**src/rtl/uart_rx.sv**
```systemverilog
// uart_rx: asynchronous serial receiver. Frames are a start bit, DATA_BITS data
// bits (LSB first) and STOP_BITS stop bits, with no parity. Each bit is sampled
// near its centre by a counter that restarts on the start-bit falling edge. The
// received word is presented on a valid/ready holding register.
//
// Ports
//   clk          clock
//   n_reset      synchronous reset, active low
//   in           asynchronous serial line, idle high
//   data_out     received word, stable while valid is high
//   valid        data_out holds a word that has not been consumed yet
//   ready        consumer accepts; a transfer happens on valid && ready at a posedge
//   framing_err  one-cycle pulse: a stop-bit sample was 0, and the word is dropped
//   overrun      one-cycle pulse: a word completed while the holding register was
//                full, and the new word is dropped
module uart_rx #(
  parameter int unsigned DATA_BITS    = 8,
  parameter int unsigned STOP_BITS    = 1,
  parameter int unsigned CLKS_PER_BIT = 1000
) (
  input  logic                 clk,
  input  logic                 n_reset,
  input  logic                 in,
  output logic [DATA_BITS-1:0] data_out,
  output logic                 valid,
  input  logic                 ready,
  output logic                 framing_err,
  output logic                 overrun
);

  localparam int unsigned HALF  = CLKS_PER_BIT / 2;
  localparam int unsigned SCW   = $clog2(CLKS_PER_BIT);
  localparam int unsigned MAXB  = (DATA_BITS > STOP_BITS) ? DATA_BITS : STOP_BITS;
  localparam int unsigned BCW   = $clog2(MAXB + 1);

  typedef enum logic [1:0] {
    IDLE,
    START,
    DATA,
    STOP
  } state_t;

  state_t               state;
  logic                 s1;
  logic                 s2;
  logic                 s2_d;
  logic [SCW-1:0]       sample_ctr;
  logic [BCW-1:0]       bit_ctr;
  logic [DATA_BITS-1:0] shift_reg;
  logic                 frame_bad;
  logic                 mid_bit;

  // In DATA and STOP, the sample point is the end of each full bit period.
  // START ends half a bit in, so that later samples land at the bit centre.
  assign mid_bit = (sample_ctr == SCW'(CLKS_PER_BIT - 1));

  // Synchroniser, receive state machine and output holding register.
  always_ff @(posedge clk) begin
    if (!n_reset) begin
      state       <= IDLE;
      s1          <= 1'b1;
      s2          <= 1'b1;
      s2_d        <= 1'b1;
      sample_ctr  <= '0;
      bit_ctr     <= '0;
      shift_reg   <= '0;
      frame_bad   <= 1'b0;
      data_out    <= '0;
      valid       <= 1'b0;
      framing_err <= 1'b0;
      overrun     <= 1'b0;
    end else begin
      s1          <= in;
      s2          <= s1;
      s2_d        <= s2;
      framing_err <= 1'b0;
      overrun     <= 1'b0;

      // A completion in the same cycle overrides this clear and loads the new word.
      if (valid && ready) valid <= 1'b0;

      case (state)
        IDLE: begin
          // Arm only on a high-to-low edge, so that a held-low line (break) stays idle.
          if (s2_d && !s2) begin
            state      <= START;
            sample_ctr <= '0;
            bit_ctr    <= '0;
          end
        end

        START: begin
          if (sample_ctr == SCW'(HALF - 1)) begin
            sample_ctr <= '0;
            bit_ctr    <= '0;
            // If the line is high again at mid start bit, it was a glitch and is ignored.
            state      <= s2 ? IDLE : DATA;
          end else begin
            sample_ctr <= sample_ctr + SCW'(1);
          end
        end

        DATA: begin
          if (mid_bit) begin
            sample_ctr <= '0;
            // LSB arrives first, so shifting right leaves bit 0 at the bottom after the last shift.
            shift_reg  <= (shift_reg >> 1) | (DATA_BITS'(s2) << (DATA_BITS - 1));
            if (bit_ctr == BCW'(DATA_BITS - 1)) begin
              state     <= STOP;
              bit_ctr   <= '0;
              frame_bad <= 1'b0;
            end else begin
              bit_ctr <= bit_ctr + BCW'(1);
            end
          end else begin
            sample_ctr <= sample_ctr + SCW'(1);
          end
        end

        STOP: begin
          if (mid_bit) begin
            sample_ctr <= '0;
            if (bit_ctr == BCW'(STOP_BITS - 1)) begin
              // Return mid stop bit, so the next start edge is not missed.
              state   <= IDLE;
              bit_ctr <= '0;
              if (frame_bad || !s2) begin
                framing_err <= 1'b1;
              end else if (!valid || ready) begin
                data_out <= shift_reg;
                valid    <= 1'b1;
              end else begin
                overrun <= 1'b1;
              end
            end else begin
              bit_ctr   <= bit_ctr + BCW'(1);
              frame_bad <= frame_bad | !s2;
            end
          end else begin
            sample_ctr <= sample_ctr + SCW'(1);
          end
        end

        default: state <= IDLE;
      endcase
    end
  end

endmodule

```
**config.mk**
```make
export PLATFORM = sky130hd
export DESIGN_NAME = uart_rx
export DESIGN_NICKNAME = d
export VERILOG_FILES = /design/src/rtl/uart_rx.sv
export SDC_FILE = /design/constraint.sdc
export NUM_CORES = 1
export LEC_CHECK = 0
export ABC_AREA = 1
export CORE_ASPECT_RATIO = 0.6
export CORE_UTILIZATION = 48
export DETAILED_ROUTE_END_ITERATION = 10
export PLACE_DENSITY = 0.71
export SETUP_SLACK_MARGIN = 0.1
export SLEW_MARGIN = 20
export SYNTH_ARGS = -nofsm -noshare
export SYNTH_HDL_FRONTEND = slang
export SYNTH_SLANG_ARGS = --single-unit
```
**constraint.sdc**
```tcl
create_clock -name clk -period 1.5 [get_ports clk]
set_clock_uncertainty 0.1 [all_clocks]
set_input_delay 0.3 -clock clk [delete_from_list [all_inputs] [get_ports clk]]
set_output_delay 0.3 -clock clk [all_outputs]
set_load 0.1 [all_outputs]
```
==> reports/metrics.cfg <==
[global_routing]
grt_max_degree = 17
grt_use_total_pct = 25.6
grt_pass1_vias = 1658
grt_first_pass_wirelength_mm = 8.16
grt_remaining_overflow = 0
antenna_found_initial = 0

[sta]
setup_viol = 30
worst_slew_pin_slew_ns = 0.513
drv_slew = 0
max_freq_ghz = 0.623
relSlewSlack_pct = 65.5
rsz0062_at_grt = yes
hold_viol = 0
setup_slack_ns = -0.106
fin_crit_ns = 1.61
finalCritPeriodShare_pct = 107

[job]
max_cap_viol_count = 0

[pwr]
p_leak_nw = 1.28
p_per_area_mw_per_mm2 = 872
ir_drop_v = 0.000621

[detailed_routing]
viasPerCell = 5.08
wirelength_mm = 5.11
drc = 0
ant_nets = 0
wl_per_cell_um = 14.0
top_layer_used = met4
drt_first_pass_iters = 4
dr_wl_met2_mm = 2.14
routed-wl-met3_um = 453
wl_met1_mm = 2.42
vias = 1861
first_iter_violations = 119

[cts]
path_clk_slew_ns = 0.08
cts_tree = yes
clock_path_buffers = 2
clock_latency_ns = 0.30
h-tree-depth = 2
clock-root-buffer = clkbuf_8
cts_sinks = 39
cts_hold_buf = 0
numCtsBuffers = 5

[critical_path]
worst_path_largest_cell_delay_ns = 0.36
worstPathMaxFanout = 8
critical_path_class = register to register
slowest_stage = dfxtp_2
critPathTopFamily = simple AND/OR/NAND/NOR gates
crit_path_cell_trace = ha_4, nand2_4, nor2_4, nand3_4, nor3_4, buf_6, nand2_8, nand2_2, nand2_1, nor2_1
critical_path_required_ns = 1.64
critPathArrivalTime_ns = 1.74
cp-end-kind = register
cp.buffers_inverters = 1
startpoint_type = register

[finish]
area_growth_pct = 45.2
insertedDiodeCount = 0
drive_gt1_share_pct = 34.8
largest_register_ffs = 10
seq_area_sq_um = 791
fillCellCount = 268
nNetsFinal = 325
multi_input_area_sq_mm = 0.00105
fin_util_pct = 74.2

[placement]
dp_hpwl_mm = 3.23
gp_congestion = 0.855
place_ws_ns = -0.201
io_buffers = 14

[die]
core_area_sq_mm = 0.00374
start_util_pct = 51.1
row_count = 17
die-area_sq_mm = 0.00425
pin_count = 15
die_y_um = 50.9
die_x_um = 83.5

[synth]
synth_seq_cells = 39
synth_ff_type = dfxtp_1
syn-mean-instance-area_sq_um = 7.31
syn_area_sq_mm = 0.00191
yosysSeqAreaShare_pct = 40.8
synthXorXnorAreaFrac_pct = 0.915
synthArstFlopShare_pct = 0
synth_top_family_by_area = simple AND/OR/NAND/NOR gates
synth_compound_area_share_pct = 12.2
synth_simple_gate_area_share_pct = 33.3
synth_edf_count = 0
synth_warnings = 0
synth_fa_ha_area_share_pct = 1.96
syn-num-nets = 269
syn_inst = 262
muxShareOfSynthArea_pct = 0
ys_types = 35

[outcome]
status = finished with violations
violations = negative setup slack

[hold_path]
min_path_type = register to register

-- routing by layer --
metal,GRT usage [%],vias to the layer above
met5,0,-
met4,8.47,0
met3,8.89,11
met2,36.9,69
met1,35.7,837
li1,-,944
-- synthesized netlist by cell type (3+ instances only) --
cell	instances	area share (%)
nand2_1	55	11
inv_1	40	7.8
dfxtp_1	39	41
nor2_1	33	6.5
a21oi_1	21	5.5
o21ai_0	15	3.9
nand3_1	9	2.4
nand4_1	6	2.0
nand2_2	5	1.6
buf_6	3	1.8
clkbuf_1	3	0.59
ha_1	3	2.0
nor3_1	3	0.78
-- worst register-to-register path, cell delays in order, from the launching register on --
cell and delay [ns]:
dfxtp_2 0.36, ha_4 0.17, nand2_4 0.06, nor2_4 0.10
nand3_4 0.11, nor3_4 0.17, buf_6 0.16, nand2_8 0.08
nand2_2 0.09, nand2_1 0.04, nor2_1 0.10
-- final timing paths --
| kind | start | end | slack, ns | cells past startpoint |
|---|---|---|---|---|
| setup / recovery | sample_ctr[0] | data_out[3] | -0.11 | 10 |
| hold / removal | s1 | s2 | 0.31 | 1 |
| setup reg to reg | sample_ctr[0] | data_out[3] | -0.11 | 10 |
| hold reg to reg | s1 | s2 | 0.31 | 1 |
-- placed cells by master, fill, tap and decap left out, types with 2 or more instances in the layout --
cell	count
nand2_1	52
inv_1	38
buf_4	34
dfxtp_1	31
nor2_1	24
a21oi_1	21
buf_12	14
nor2_2	11
o21ai_1	11
dfxtp_2	8
nand3_1	7
nand2_2	6
nand4_1	6
clkbuf_8	6
nand2_4	5
o21ai_0	5
inv_2	4
clkdlybuf4s50_1	3
buf_6	3
nand3_2	2
nor2_4	2
nand3_4	2
nor3_4	2
xor2_1	2
nor3_1	2
ha_4	2
-- layout make-up --
cell class / instances / share of cell area, %
Clock buffer: 6 / 2.97
Tap cell: 47 / 2.12
Multi-Input combinational cell: 176 / 38.0
Inverter: 42 / 5.67
Timing Repair Buffer: 54 / 21.6
Sequential cell: 39 / 28.5
Clock inverter: 2 / 1.26
-- repair_timing --
action	CTS	global route
gates cloned	2	0
resized for setup	21	21
pin swaps	6	5
endpoints found under the setup margin	36	36
buffers inserted	4	3
-- power breakdown --
| part | internal (mW) | switching [mW] | leakage, nW | total, mW |
|---|---|---|---|---|
| registers | 1.06 | 0.0209 | 0.319 | 1.08 |
| logic | 0.191 | 0.231 | 0.905 | 0.421 |
| clock network | 0.538 | 0.383 | 0.0612 | 0.921 |
-- metrics by stage --
stage	area, sq um	std cells	total power [mW]	hold slack (ns)	setup TNS [ns]
6_report	2780	366	2.42	0.313	-1.79
4_1_cts	2720	363	2.39	0.319	-0.708
3_3_place_gp	2480	349	1.45	0.297	-0.739
2_1_floorplan	1940	262	1.30	0.293	0
3_5_place_dp	2480	349	1.46	0.298	-1.41
5_1_grt	2780	366	2.53	0.333	-4.61
-- logic make-up after synthesis --
| logic type | after synthesis |
|---|---|
| buffers and inverters | 49 |
| adders and majority gates | 3 |
| xor gates and xnor gates | 2 |
| DFF | 39 |
| and+or+nand+nor | 127 |
| AOI/OAI and AO/OA | 42 |
Note: power is estimated with default switching activity, not from simulation.
